===== src/rtl/router_ctrl.sv =====
// router_ctrl: packet-loading sequencer for a 1x3 router.
// Decodes the header address, drives one-hot FIFO write enables, stalls the
// source while the target FIFO is busy or full, and issues per-channel soft
// resets to FIFOs that hold data nobody reads.
module router_ctrl #(
  parameter int TIMEOUT = 30
) (
  input  logic       clk,
  input  logic       reset,
  input  logic       pkt_valid,
  input  logic [1:0] data_in,
  input  logic       parity_done,
  input  logic       low_pkt_valid,
  input  logic [2:0] fifo_empty,
  input  logic [2:0] fifo_full,
  input  logic [2:0] read_enb,
  output logic [2:0] write_enb,
  output logic [2:0] valid_out,
  output logic [2:0] soft_reset,
  output logic       detect_add,
  output logic       lfd_state,
  output logic       ld_state,
  output logic       laf_state,
  output logic       full_state,
  output logic       write_enb_reg,
  output logic       rst_int_reg,
  output logic       busy
);

  typedef enum logic [2:0] {
    DA  = 3'd0,  // decode address
    LFD = 3'd1,  // load first data (header write)
    LD  = 3'd2,  // load payload
    FFS = 3'd3,  // target FIFO full, hold
    LAF = 3'd4,  // load after full (replay the blocked byte)
    LP  = 3'd5,  // load parity byte
    CPE = 3'd6,  // check parity error
    WTE = 3'd7   // wait until target FIFO drains
  } state_t;

  // Terminal count of the idle counters; TIMEOUT is limited to 2..31 so it fits.
  localparam logic [4:0] CNT_LAST = 5'(TIMEOUT - 1);

  state_t     state_q, state_d;
  logic [1:0] addr_q, addr_d;

  // Flag vectors padded to four entries so that a 2-bit index is always in
  // range. Address 3 never leaves DA, so the padding bit is never consulted
  // for a live packet.
  logic [3:0] full_ext;
  logic [3:0] empty_ext;
  logic [3:0] soft_reset_ext;

  logic sel_full;
  logic sel_empty;
  logic sel_soft_reset;
  logic hdr_valid;
  logic hdr_empty;

  assign full_ext       = {1'b0, fifo_full};
  assign empty_ext      = {1'b0, fifo_empty};
  assign soft_reset_ext = {1'b0, soft_reset};

  assign sel_full       = full_ext[addr_q];
  assign sel_empty      = empty_ext[addr_q];
  assign sel_soft_reset = soft_reset_ext[addr_q];
  assign hdr_valid      = (data_in != 2'd3);
  assign hdr_empty      = empty_ext[data_in];

  // State and latched destination address.
  always_ff @(posedge clk or posedge reset) begin
    if (reset) begin
      state_q <= DA;
      addr_q  <= 2'd0;
    end else begin
      state_q <= state_d;
      addr_q  <= addr_d;
    end
  end

  // Next-state logic; a soft reset of the active channel overrides everything.
  always_comb begin
    state_d = state_q;
    addr_d  = addr_q;

    // The address is captured on any valid header cycle, even an invalid
    // address, because the FSM stays in DA in that case and never uses it.
    if (state_q == DA && pkt_valid) begin
      addr_d = data_in;
    end

    if (state_q != DA && sel_soft_reset) begin
      state_d = DA;
    end else begin
      case (state_q)
        DA: begin
          if (pkt_valid && hdr_valid) begin
            state_d = hdr_empty ? LFD : WTE;
          end
        end
        LFD: state_d = LD;
        LD: begin
          if (sel_full) begin
            state_d = FFS;
          end else if (!pkt_valid) begin
            state_d = LP;
          end
        end
        FFS: begin
          if (!sel_full) begin
            state_d = LAF;
          end
        end
        LAF: begin
          if (parity_done) begin
            state_d = DA;
          end else if (low_pkt_valid) begin
            state_d = LP;
          end else begin
            state_d = LD;
          end
        end
        LP:  state_d = CPE;
        CPE: state_d = sel_full ? FFS : DA;
        WTE: begin
          if (sel_empty) begin
            state_d = LFD;
          end
        end
        default: state_d = DA;
      endcase
    end
  end

  // Moore decodes consumed by the register block and the source.
  always_comb begin
    detect_add    = 1'b0;
    lfd_state     = 1'b0;
    ld_state      = 1'b0;
    laf_state     = 1'b0;
    full_state    = 1'b0;
    rst_int_reg   = 1'b0;
    write_enb_reg = 1'b0;
    busy          = 1'b0;
    case (state_q)
      DA: detect_add = 1'b1;
      LFD: begin
        lfd_state     = 1'b1;
        write_enb_reg = 1'b1;
        busy          = 1'b1;
      end
      LD: begin
        ld_state      = 1'b1;
        write_enb_reg = 1'b1;
      end
      FFS: begin
        full_state = 1'b1;
        busy       = 1'b1;
      end
      LAF: begin
        laf_state     = 1'b1;
        write_enb_reg = 1'b1;
        busy          = 1'b1;
      end
      LP: begin
        write_enb_reg = 1'b1;
        busy          = 1'b1;
      end
      CPE: begin
        rst_int_reg = 1'b1;
        busy        = 1'b1;
      end
      WTE: busy = 1'b1;
      default: detect_add = 1'b0;
    endcase
  end

  // Per-channel write steering, data-available flags and idle timeout.
  for (genvar gi = 0; gi < 3; gi++) begin : g_chan
    logic [4:0] cnt_q, cnt_d;
    logic       soft_reset_q, soft_reset_d;

    assign write_enb[gi]  = write_enb_reg && (addr_q == 2'(gi));
    assign valid_out[gi]  = ~fifo_empty[gi];
    assign soft_reset[gi] = soft_reset_q;

    // Count consecutive cycles with data waiting and no read; a pulse ends the run.
    always_comb begin
      cnt_d        = cnt_q + 5'd1;
      soft_reset_d = 1'b0;
      if (!valid_out[gi] || read_enb[gi]) begin
        cnt_d = 5'd0;
      end else if (cnt_q == CNT_LAST) begin
        cnt_d        = 5'd0;
        soft_reset_d = 1'b1;
      end
    end

    // Idle counter and soft-reset pulse registers.
    always_ff @(posedge clk or posedge reset) begin
      if (reset) begin
        cnt_q        <= 5'd0;
        soft_reset_q <= 1'b0;
      end else begin
        cnt_q        <= cnt_d;
        soft_reset_q <= soft_reset_d;
      end
    end
  end

endmodule


===== config.mk =====
export PLATFORM = sky130hd
export DESIGN_NAME = router_ctrl
export DESIGN_NICKNAME = d
export VERILOG_FILES = /design/src/rtl/router_ctrl.sv
export SDC_FILE = /design/constraint.sdc
export NUM_CORES = 1
export LEC_CHECK = 0
export BUFFER_PORTS_ARGS = -buffer_cell sky130_fd_sc_hd__buf_2
export CORE_AREA = 8 8 63 65
export DETAILED_ROUTE_END_ITERATION = 16
export DIE_AREA = 0 0 71 73
export PLACE_DENSITY = 0.73
export SYNTH_ARGS = -nofsm -noshare
export SYNTH_HDL_FRONTEND = slang
export SYNTH_SLANG_ARGS = --single-unit

===== constraint.sdc =====
create_clock -name clk -period 2.12 [get_ports clk]
set_input_delay 0.106 -clock clk [delete_from_list [all_inputs] [get_ports clk]]
set_output_delay 0.106 -clock clk [all_outputs]
set_load 0.03 [all_outputs]

## Word-level counts from Yosys, hierarchy flattened

Index checks and enable logic that the tools add are counted.

- Register bits after elaboration: 23
- Bits in latches: 0
- RAM bits: 0
- Memory bits (read-only): 0
- Input bits: 16
- Logic and storage cells: 87
- Memories kept: 0

- $add $sub $neg: 3
- Multipliers: 0
- Divide/modulo/power cells: 0
- Magnitude comparators: 2
- Equal/unequal tests: 17
- Shift operators: 0
- Multiplexer cells: 39
- Bitwise gates (word level): 3
- Reduce and logical (&&, ||, !) cells: 15

Operators with widths:

| operator | count |
|---|---|
| two-way mux 5 bit | 6 |
| two-way mux 3 bit | 9 |
| case mux 3 bit (8 select lines) | 1 |
| two-way mux 1 bit | 18 |
| adder 5 x 1 -> 5 bit (second input constant) | 3 |
| equality test 5 bit (second input constant) | 3 |
| equality test 3 bit (second input constant) | 4 |
| binary-select mux 1 bit (select 2 bit) | 4 |
| equality test 3 x 2 -> 1 bit (second input constant) | 2 |
| logical AND 1 bit | 6 |
| less-than comparator 2 x 3 -> 1 bit (second input constant) | 2 |
| != test 3 bit (second input constant) | 2 |
| OR reduction 6 bit | 1 |
| != test 4 bit (second input constant) | 1 |
| AND reduction 4 bit | 1 |
| OR reduction 4 bit | 1 |
| equality test 3 x 1 -> 1 bit (second input constant) | 1 |
| zero test 3 bit | 1 |
| logical OR 1 bit | 3 |
| != test 3 x 1 -> 1 bit (second input constant) | 1 |
| inverter 1 bit | 3 |
| nonzero test 3 bit | 1 |
| equality test 2 x 1 -> 1 bit (second input constant) | 1 |
| equality test 2 bit (second input constant) | 1 |
| other kinds (3) | 3 |

## Logic depth before layout (Yosys ltp)

Gate-level depths: netlist (run 1).

- Depth in word-level cells: 6
- Mapped depth: 8
- Mapped depth without buffers: 7

## Least setup slack after synthesis (run 1)

No wires, ideal clock.

- Kind: register -> output
- From: register state_q[0]
- To: output port write_enb[2]
- Data arrival time: 1,741 ps
- Required time: 2,014 ps
- Slack: 273 ps
- Cell stages (with the launch flop): 7
- Path buffers: 1
- Cell sequence: dfrtp_1 buf_2 nor2_4 inv_1 nand2_1 nand2_1 nor3b_1

- Cells in the longest elaborated chain, start to end: 4
- Elaborated cells on any way between the ends: 7
- Classes of those cells: eq/ne: 4; mux: 1; reduce/logical: 2

Ends and longest elaborated chain:

| element | RTL line | RTL |
|---|---|---|
| from (decl) | 44 | `state_t state_q, state_d;` |
| from (signal assigned) | 76 | `state_q <= state_d;` |
| equality test 3 bit (tied with other cells) | 145 | `case (state_q)` |
| OR reduction 4 bit (no source line) * | -- |  |
| two-way mux 1 bit * | 145 |  |
| logical AND 1 bit * | 183 | `assign write_enb[gi] = write_enb_reg && (addr_q == 2'(gi));` |
| to (decl) | 17 | `output logic [2:0] write_enb,` |

Mark *: on every way between the ends. The rest lies on a longest branch, timed or not.

## Final worst setup path (run 1)

- From: register state_q[1]
- To: output port write_enb[2]

The elaborated chain is that of the path after synthesis.

==> metrics.cfg, run 1 <==
[sta]
finalCriticalPeriod_ns=1.97
fmax_mhz=507
period_share_pct=93.1
rsz0062_at_grt=false
setup_tns_ns=0
relSlewSlack_pct=42.9
finalSetupViolCount=0
worst_pin_slew_ns=0.856
final_hold_viol_count=0
slew_violations=0
fin_worst_skew_ns=0.00477
fin_ws_ns=0.147

[drt]
viasPerCell=5.43
wl_met2_um=1620
antenna_left=0
drtIter0Drc=108
routedLengthMet1_um=1320
wire_per_inst_um=14.4
dr.max_layer_used=met4
wl_met3_um=192
first_pass_iters=5
drc_errors=0
wl_um=3160
vias=1189

[worst_hold_path]
hold_path.startpoint=data_in[0]
whs_path_depth=2
hold_path_end=addr_q[0]$_DFFE_PP0P_
hold_class=in2reg

[floorplan]
core_um2=2950
die_y_um=73
die_area_um2=5180
ios=33
die-width_um=71
rows=20
initial_core_util_pct=48.5

[critical_path]
r2r_end=state_q[2]$_DFFE_PP0P_
startpoint_type=flip-flop
crit_required_ns=2.01
worstSetupPathType=reg2out
reg2reg_depth=5
worst_r2r_startpoint=addr_q[1]$_DFFE_PP0P_
crit_fanout=11
worst-endpoint-arrival_ns=1.87
crit_path_end_kind=output pin
r2r_slack_ns=0.40

[layout]
fillers=274
drive_gt1_share_pct=27.4
n_antenna_cell=0
nets=209
syn2layout_area_growth_pct=16.9

[global_routing]
grt_start_max_net_pins=24
track_usage_pct=12.8
grt_pass1_wl_um=5350
grt_pass1_vias=1212
grt_overflow=0
antenna_found_initial=0

[pwr]
leakagePower_nw=0.805
peakVddDrop_v=0.000365
power.density_nw_per_um2=1130

[cts]
cts_repair_resize_count=0
root_buffer=clkbuf_4
postCtsSetupBuffers=0
hold_buffers=6
cts_max_level=1
cts_tree=done
clkTransAtPathRegs_ns=0.13
clock_latency_ns=0.31
cts_made_buffers=3
cts.sinks=23
cts.path.max_buffers=2

[placement]
dp_hpwl_um=2520
io_buffers=32
pre_cts_slack_ns=0.424
gp_congestion=0.852

[flow_run]
maxCapViolCount=0

[outcome]
run_status=completed

[synthesis]
yosysWarnings=0
ys_types=44
synth_area_per_cell_um2=9.49
syn_nets=173
seq_area_frac_synth_pct=40.2
synth_cells=151
synth_area_um2=1430
synth_seq_cells=23

[metrics by stage]
| stage | cells | hold WS, ns | area (um2) | utilization, % | power, mW |
|---|---|---|---|---|---|
| 2_1_floorplan | 151 | 0.108 | 1430 | - | 1.48 |
| 3_3_place_gp | 208 | 0.282 | 1580 | 53.4 | 1.65 |
| 3_5_place_dp | 208 | 0.286 | 1580 | 53.4 | 1.68 |
| 4_1_cts | 218 | 0.00839 | 1670 | 56.4 | 1.90 |
| 5_1_grt | 219 | 0.0732 | 1680 | 56.7 | 2.01 |
| 6_report | 219 | 0.0856 | 1680 | 56.7 | 1.89 |
[report_power, final]
part | switching, mW | leakage [nW] | total (mW) | internal [mW]
clock network | 0.132 | 0.0177 | 0.202 | 0.0704
logic | 0.616 | 0.479 | 1.03 | 0.409
registers | 0.163 | 0.308 | 0.658 | 0.495
total | 0.911 | 0.805 | 1.89 | 0.975
[cell families after synthesis]
| group | count (synthesis) | synth area share (%) |
|---|---|---|
| AO/OA/AOI/OAI | 21 | 13.1 |
| AND/OR/NAND/NOR | 66 | 23.3 |
| adder cells (fa/ha/maj) | 6 | 5.24 |
| XOR/XNOR | 10 | 6.11 |
| flip-flops | 23 | 40.2 |
| buffers and inverters | 19 | 6.81 |
| multiplexers | 6 | 5.24 |
[Yosys cell counts]
cell        n  area, um2
nor2_1     25       93.8
dfrtp_1    23        576
inv_1      10       37.5
nand2_1    10       37.5
nand3_1     7       35.0
ha_1        6       75.1
nor3_1      6       30.0
xor2_1      6       52.6
buf_4       4       30.0
nand4_1     4       25.0
o21ai_0     4       20.0
xnor2_1     4       35.0
buf_2       3       15.0
mux2i_1     3       30.0
nand2b_1    3       18.8
a31oi_1     2       12.5
mux2_2      2       22.5
nor3b_1     2       15.0
o21ai_2     2       17.5
a211oi_1    1       7.51
a21boi_0    1       7.51
a21oi_1     1       5.00
a32o_1      1       10.0
and2_4      1       8.76
and3_1      1       6.26
buf_6       1       11.3
inv_2       1       3.75
mux2i_4     1       22.5
nand2_2     1       6.26
nand3b_1    1       7.51
nor2_2      1       6.26
nor2_4      1       11.3
nor2b_4     1       13.8
nor3b_2     1       12.5
o2111ai_1   1       8.76
o21a_1      1       7.51
o221ai_1    1       8.76
o22ai_1     1       6.26
o2bb2ai_1   1       8.76
o2bb2ai_2   1       15.0
o311ai_1    1       8.76
o32ai_2     1       16.3
o32ai_4     1       27.5
or2_1       1       6.26
[area by class of cell]
cell class / count / area, um2 / share of cell area, %
clock buffers: 3 / 22.5 / 1.34
clock inverters: 1 / 5.00 / 0.299
inverters: 11 / 41.3 / 2.46
multi-input cells: 109 / 759 / 45.3
flip-flops and latches: 23 / 576 / 34.4
well taps: 33 / 41.3 / 2.46
repair buffers: 39 / 230 / 13.7
[registers in the layout, indices dropped and copies added, names as in the netlist]
| name | cells |
|---|---|
| addr_q | 2 |
| g_chan.cnt_q | 15 |
| g_chan.soft_reset_q | 3 |
| state_q | 3 |
[worst max-delay path by stage]
stage	from	end	slack [ns]
2_1_floorplan	state_q[0]$_DFFE_PP0P_	write_enb[2]	0.27
3_3_place_gp	addr_q[1]$_DFFE_PP0P_	state_q[2]$_DFFE_PP0P_	0.48
3_5_place_dp	addr_q[1]$_DFFE_PP0P_	state_q[2]$_DFFE_PP0P_	0.42
4_1_cts	state_q[1]$_DFFE_PP0P_	write_enb[2]	0.14
5_1_grt	state_q[1]$_DFFE_PP0P_	write_enb[2]	0.06
6_report	state_q[1]$_DFFE_PP0P_	write_enb[2]	0.15
[worst max-delay path: stages, from the launching register on]
cell,delay (ns)
dfrtp_1,0.57
inv_1,0.23
nand2_2,0.18
nand2_1,0.12
nor3b_1,0.22
buf_2,0.24
[layer usage]
| layer | vias up | track usage, % |
|---|---|---|
| li1 | 582 | - |
| met1 | 567 | 14.4 |
| met2 | 38 | 21.5 |
| met3 | 2 | 3.98 |
| met4 | 0 | 5.77 |
| met5 | - | 0 |
[placed cells by master (no fill, tap or decap), types with 3 or more instances in the layout]
cell type	n
clkbuf_4	3
nand3_1	7
nand4_1	4
dlygate4sd3_1	7
buf_2	32
xor2_1	6
mux2i_1	3
inv_1	10
o21ai_0	4
nand2_1	10
nor3_1	6
nor2_1	25
dfrtp_1	23
nand2b_1	3
ha_1	6
xnor2_1	4
Note: power is estimated with default switching activity, not from simulation.
==> inputs of run 2 (changes only) <==
--- a/config.mk
+++ b/config.mk
@@ -8,2 +8,3 @@
 export BUFFER_PORTS_ARGS = -buffer_cell sky130_fd_sc_hd__buf_2
+export CAP_MARGIN = 20
 export CORE_AREA = 8 8 63 65
@@ -11,3 +12,3 @@
 export DIE_AREA = 0 0 71 73
-export PLACE_DENSITY = 0.73
+export PLACE_DENSITY_LB_ADDON = 0.3
 export SYNTH_ARGS = -nofsm -noshare
--- a/constraint.sdc
+++ b/constraint.sdc
@@ -3,2 +3,2 @@
 set_output_delay 0.106 -clock clk [all_outputs]
-set_load 0.03 [all_outputs]
+set_load 0.01 [all_outputs]
==> metrics.cfg, run 2 (synthesized netlist as in run 1, its figures left out) <==
[outcome]
run_status=completed  ; unchanged

[drt]
wire_per_inst_um=14.1  ; was 14.4 um
antenna_left=0  ; unchanged
first_pass_iters=4  ; was 5
viasPerCell=5.38  ; was 5.43
drc_errors=0  ; unchanged
drtIter0Drc=79  ; was 108
wl_um=3080  ; was 3160 um
vias=1173  ; was 1189

[critical_path]
startpoint_type=flip-flop  ; unchanged
crit_required_ns=2.01  ; about the same
critPathMaxStageDelay_ns=0.55  ; was 0.57 ns
path_buf_inv=2  ; unchanged
path_cells=nor2_4 -> inv_1 -> nand2_1 -> nand2_1 -> nor3b_1 -> buf_2  ; was inv_1 -> nand2_2 -> nand2_1 -> nor3b_1 -> buf_2
crit_path_end_kind=output pin  ; unchanged
slowest_stage=dfrtp_1  ; unchanged
crit_fanout=10  ; was 11
cp_top_family=simple AND/OR/NAND/NOR gates  ; was flip-flops
crit_top_cell=nand2_1
worstSetupPathType=reg2out  ; unchanged
worst-endpoint-arrival_ns=1.67  ; was 1.87 ns

[sta]
final_hold_viol_count=0  ; unchanged
holdWs_ns=0.0190  ; was 0.0856 ns
finalCriticalPeriod_ns=1.78  ; was 1.97 ns
worst_pin_slew_ns=0.838  ; was 0.856 ns
relSlewSlack_pct=44.1  ; was 42.9%
rsz0062_at_grt=false  ; unchanged
finalSetupViolCount=0  ; unchanged
fin_worst_skew_ns=0.00652  ; was 0.00477 ns
setup_tns_ns=0  ; unchanged
fmax_mhz=563  ; was 507 MHz
slew_violations=0  ; unchanged
period_share_pct=83.8  ; was 93.1%

[layout]
fillers=264  ; was 274
nets=208  ; was 209
final_cell_count_no_fill=218  ; was 219
layout_commonest_cell=buf_2  ; unchanged
largest_register=g_chan.cnt_q  ; unchanged
syn2layout_area_growth_pct=16.1  ; was 16.9%
largestRegisters=g_chan.cnt_q x15, g_chan.soft_reset_q x3, state_q x3  ; unchanged
largest_reg_flops=15  ; unchanged
fin_area_um2=1660  ; was 1680 um2
drive_gt1_share_pct=28.1  ; was 27.4%
mostFrequentLayoutCells=buf_2 (32), nor2_1 (25), dfrtp_1 (23)  ; unchanged
n_antenna_cell=0  ; unchanged

[floorplan]
core_um2=2950  ; unchanged
die-width_um=71  ; unchanged
die_area_um2=5180  ; unchanged
rows=20  ; unchanged
die_y_um=73  ; unchanged
ios=33  ; unchanged
initial_core_util_pct=48.5  ; unchanged

[flow_run]
maxCapViolCount=0  ; unchanged

[global_routing]
grt_pass1_wl_um=5300  ; was 5350 um
track_usage_pct=12.6  ; was 12.8%
grt_start_max_net_pins=24  ; unchanged
antenna_found_initial=0  ; unchanged
grt_overflow=0  ; unchanged
grt_pass1_vias=1191  ; was 1212

[pwr]
peakVddDrop_v=0.000405  ; was 0.000365 V
p_comb_share_pct=51.3  ; was 54.4%
leakagePower_nw=0.799  ; was 0.805 nW
power_mw=1.73  ; was 1.89 mW
seqPwrFrac_pct=37.4  ; was 34.9%
power.density_nw_per_um2=1040  ; was 1130 nW/um2
p_switching_uw=750  ; was 911 uW
swShare_pct=43.2  ; was 48.3%
p_clk_share_pct=11.4  ; was 10.7%
p_int_uw=984  ; was 975 uW

[placement]
gp_congestion=0.828  ; was 0.852
io_buffers=32  ; unchanged
dp_hpwl_um=2430  ; was 2520 um
place_inst=209  ; was 208
place_area_um2=1590  ; was 1580 um2

[cts]
cts_max_level=1  ; unchanged
cts.path.max_buffers=2  ; unchanged
cts_made_buffers=3  ; unchanged
cts_tree=done  ; unchanged
cts.sinks=23  ; unchanged
clkTransAtPathRegs_ns=0.12  ; was 0.13 ns
root_buffer=clkbuf_4  ; unchanged
clock_latency_ns=0.31  ; about the same

[worst_hold_path]
hold_class=in2reg  ; unchanged

[run 2: repair_timing]
action | in CTS | in global routing
hold endpoints to repair | 26 | 0
hold buffers | 5 | 0
resized for setup | 0 | 0
setup buffers | 0 | 0
[run 2: final timing paths]
path,from,end,slack [ns],cells after the start
worst max register to register,addr_q[1]$_DFFE_PP0P_,state_q[2]$_DFFE_PP0P_,0.36,5
worst min-delay path,fifo_empty[0],g_chan[0].soft_reset_q$_DFF_PP0_,0.02,2
worst max-delay path,state_q[2]$_DFFE_PP0P_,write_enb[2],0.34,6
max in group asynchronous,reset,g_chan[2].cnt_q[2]$_DFF_PP0_,1.10,3
worst min register to register,g_chan[2].cnt_q[0]$_DFF_PP0_,g_chan[2].cnt_q[0]$_DFF_PP0_,0.50,1
min in group asynchronous,reset,g_chan[0].cnt_q[1]$_DFF_PP0_,0.50,3
[run 2: final cells by class]
cell class | instances | area, um2 | area share [%]
multi-input combinational | 109 | 759 | 45.7
sequential | 23 | 576 | 34.6
timing repair buffer | 38 | 218 | 13.1
inverter | 11 | 41.3 | 2.48
tap | 33 | 41.3 | 2.48
clock buffer | 3 | 22.5 | 1.35
clock inverter | 1 | 5.00 | 0.301
[run 2: power groups by stage]
stage	combinational [mW]	clock (mW)	sequential, mW
3_5_place_dp	0.883	0	0.651
4_1_cts	0.892	0.204	0.643
5_1_grt	0.975	0.228	0.661
2_1_floorplan	0.794	0	0.524
6_report	0.889	0.197	0.648
3_3_place_gp	0.854	0	0.650
[run 2: per-layer routing]
layer | part of all wire (%) | global-route usage [%] | vias to the layer above
li1 | - | - | 587
met2 | 47 | 20.2 | 35
met4 | 2.9 | 6.24 | 0
met1 | 45 | 14.8 | 541
met5 | 0 | 0 | -
met3 | 5.3 | 3.85 | 10
[run 2: worst register-to-register path, delay by kind of cell (launching register included)]
kind            cells  cell delay, ns
compound gates      3            0.62
simple gates        1            0.09
flops               1            0.60
mux                 1            0.36
[run 2: through the flow]
step / worst slack, ns / utilization, %
2_1_floorplan: 0.696 / -
3_3_place_gp: 0.484 / 53.7
3_5_place_dp: 0.386 / 53.7
4_1_cts: 0.349 / 56.3
5_1_grt: 0.159 / 56.3
6_report: 0.344 / 56.3
==> inputs of run 3 (changes only) <==
CORE_AREA = 8 8 64 66   (was 8 8 63 65)
DIE_AREA = 0 0 72 74   (was 0 0 71 73)
clock period = 1.55 ns   (was 2.12 ns; I/O delays follow)
==> metrics.cfg, run 3 (synthesized netlist as in run 1, its figures left out) <==
[layout]
fillers=255  ; was 264
fin_area_um2=1940  ; was 1660 um2
drive_gt1_share_pct=40.8  ; was 28.1%
syn2layout_area_growth_pct=35.7  ; was 16.1%
nets=229  ; was 208
layout_commonest_cell=buf_2  ; unchanged
largest_reg_flops=15  ; unchanged
final_cell_count_no_fill=252  ; was 218
largest_register=g_chan.cnt_q  ; unchanged
n_antenna_cell=0  ; unchanged
largestRegisters=g_chan.cnt_q x15, g_chan.soft_reset_q x3, state_q x3  ; unchanged
mostFrequentLayoutCells=buf_2 (32), nor2_1 (25), dfrtp_1 (20)  ; was buf_2 (32), nor2_1 (25), dfrtp_1 (23)

[cts]
clock_latency_ns=0.32  ; was 0.31 ns
cts_made_buffers=3  ; unchanged
cts_max_level=1  ; unchanged
root_buffer=clkbuf_4  ; unchanged
cts.sinks=23  ; unchanged
cts.path.max_buffers=2  ; unchanged
cts_tree=done  ; unchanged
clkTransAtPathRegs_ns=0.14  ; was 0.12 ns

[sta]
worst_pin_slew_ns=0.378  ; was 0.838 ns
fmax_mhz=629
rsz0062_at_grt=true  ; was false
period_share_pct=103
fin_ws_ns=-0.0391  ; was 0.344 ns
relSlewSlack_pct=74.6  ; was 44.1%
final_hold_viol_count=0  ; unchanged
finalCriticalPeriod_ns=1.59
fin_worst_skew_ns=0.0167  ; was 0.00652 ns
slew_violations=0  ; unchanged
finalSetupViolCount=4  ; was 0

[drt]
drtIter0Drc=110  ; was 79
drc_errors=0  ; unchanged
first_pass_iters=4  ; unchanged
wl_um=3620  ; was 3080 um
antenna_left=0  ; unchanged
wire_per_inst_um=14.4  ; was 14.1 um
viasPerCell=5.13  ; was 5.38
vias=1292  ; was 1173

[critical_path]
cp_top_family=flip-flops  ; was simple AND/OR/NAND/NOR gates
r2r_end=state_q[0]$_DFFE_PP0P_  ; was state_q[2]$_DFFE_PP0P_
worstSetupPathType=reg2reg  ; was reg2out
setup.worst_path.end=state_q[0]$_DFFE_PP0P_  ; was write_enb[2]
crit_fanout=8  ; was 10
critPathMaxStageDelay_ns=0.49  ; was 0.55 ns
critPathLaunch=addr_q[1]$_DFFE_PP0P_  ; was state_q[2]$_DFFE_PP0P_
worst_r2r_startpoint=addr_q[1]$_DFFE_PP0P_  ; unchanged
startpoint_type=flip-flop  ; unchanged
crit_cells=5  ; was 6
r2r_slack_ns=-0.04  ; was 0.36 ns
slowest_stage=dfrtp_2  ; was dfrtp_1
path_cells=mux2i_1 -> nor2_2 -> o32ai_4 -> or2_1 -> o22ai_1  ; was nor2_4 -> inv_1 -> nand2_1 -> nand2_1 -> nor3b_1 -> buf_2
crit_required_ns=1.73  ; was 2.01 ns
worst-endpoint-arrival_ns=1.77  ; was 1.67 ns
crit_path_end_kind=flip-flop  ; was output pin
path_buf_inv=0  ; was 2
reg2reg_depth=5  ; unchanged

[floorplan]
die-width_um=72  ; was 71 um
die_area_um2=5330  ; was 5180 um2
core_um2=3180  ; was 2950 um2
initial_core_util_pct=45.1  ; was 48.5%
ios=33  ; unchanged
rows=21  ; was 20
die_y_um=74  ; was 73 um

[placement]
place_area_um2=1660  ; was 1590 um2
place_inst=230  ; was 209
gp_congestion=0.845  ; was 0.828
io_buffers=32  ; unchanged
dp_hpwl_um=2490  ; was 2430 um

[pwr]
power.density_nw_per_um2=1500  ; was 1040 nW/um2
leakagePower_nw=0.922  ; was 0.799 nW
p_int_mw=1.69  ; was 984 uW
p_clk_share_pct=9.6  ; was 11.4%
seqPwrFrac_pct=27.3  ; was 37.4%
swShare_pct=42.0  ; was 43.2%
peakVddDrop_v=0.000619  ; was 0.000405 V
p_comb_share_pct=63.1  ; was 51.3%
p_switching_mw=1.23  ; was 750 uW

[global_routing]
grt_pass1_vias=1238  ; was 1191
antenna_found_initial=0  ; unchanged
grt_start_max_net_pins=24  ; unchanged
grt_overflow=0  ; unchanged
grt_pass1_wl_um=5620  ; was 5300 um
track_usage_pct=13.2  ; was 12.6%

[flow_run]
maxCapViolCount=0  ; unchanged

[outcome]
violations=negative setup slack
run_status=complete, but fails checks  ; was completed

[worst_hold_path]
hold_class=in2reg  ; unchanged

-- run 3: cell types whose count changed in the layout (fill, tap and decap cells not counted), moves of 2 or more --
cell	before	now
buf_4	1	19
dfrtp_1	23	20
dfrtp_2	0	3
dlygate4sd3_1	5	7
nand2_1	10	8
nand2_4	0	2
nor3_1	6	3
nor3_2	0	3
o2bb2ai_4	0	2
-- run 3: how the worst min path moves through the flow --
stage	slack, ns	end	start	cells past startpoint
floorplan	0.08	addr_q[0]$_DFFE_PP0P_	reset	1
global placement	0.12	g_chan[0].cnt_q[0]$_DFF_PP0_	reset	3
detailed placement	0.14	g_chan[1].cnt_q[1]$_DFF_PP0_	reset	3
CTS	0.05	addr_q[1]$_DFFE_PP0P_	data_in[1]	2
global route	0.06	addr_q[1]$_DFFE_PP0P_	data_in[1]	2
finish	0.06	addr_q[1]$_DFFE_PP0P_	data_in[1]	2
-- run 3: per-stage QoR --
step / setup WS [ns] / TNS, ns / power (mW) / util (%) / hold slack [ns]
2_1_floorplan: 0.126 / 0 / 1.80 / - / 0.0794
3_3_place_gp: -0.0532 / -0.0998 / 2.19 / 52.3 / 0.124
4_1_cts: 0.00581 / 0 / 2.69 / 57.9 / 0.0542
3_5_place_dp: -0.130 / -0.283 / 2.22 / 52.3 / 0.138
6_report: -0.0391 / -0.0918 / 2.92 / 61.2 / 0.0620
5_1_grt: -0.0969 / -0.326 / 3.09 / 61.2 / 0.0628
-- run 3: per-layer routing --
metal	wire [um]	GRT usage, %	share of wire, %
met3	241	4.04	6.7
met2	1780	24.0	49
met4	42	4.08	1.2
met5	0	0	0
met1	1550	14.5	43
-- run 3: what timing repair did --
action / CTS / global route
endpoints found under the setup margin: 7 / 12
pin swaps: 10 / 2
hold buffers: 7 / 1
gates resized for setup: 7 / 14
endpoints found under the hold margin: 26 / 1
setup buffers: 8 / 4
-- run 3: area by class of cell --
type                    count  area (um2)  share of cell area [%]
multi-input cells         109         856                    44.0
flip-flops and latches     23         579                    29.8
repair buffers             59         384                    19.8
well taps                  46        57.6                    2.96
inverters                  11        41.3                    2.12
clock buffers               4        26.3                    1.35
-- run 3: power groups by stage --
stage	clock network, mW	registers, mW	logic, mW
2_1_floorplan	0	0.717	1.09
3_3_place_gp	0	0.824	1.37
3_5_place_dp	0	0.832	1.39
4_1_cts	0.284	0.784	1.62
5_1_grt	0.307	0.807	1.98
6_report	0.281	0.796	1.84
-- run 3: worst reg2reg max path: cells and delay by family (launching register included) --
family | cells | cell delay (ns)
AO/OA/AOI/OAI | 2 | 0.43
flip-flops | 1 | 0.49
multiplexers | 1 | 0.24
AND/OR/NAND/NOR | 2 | 0.29
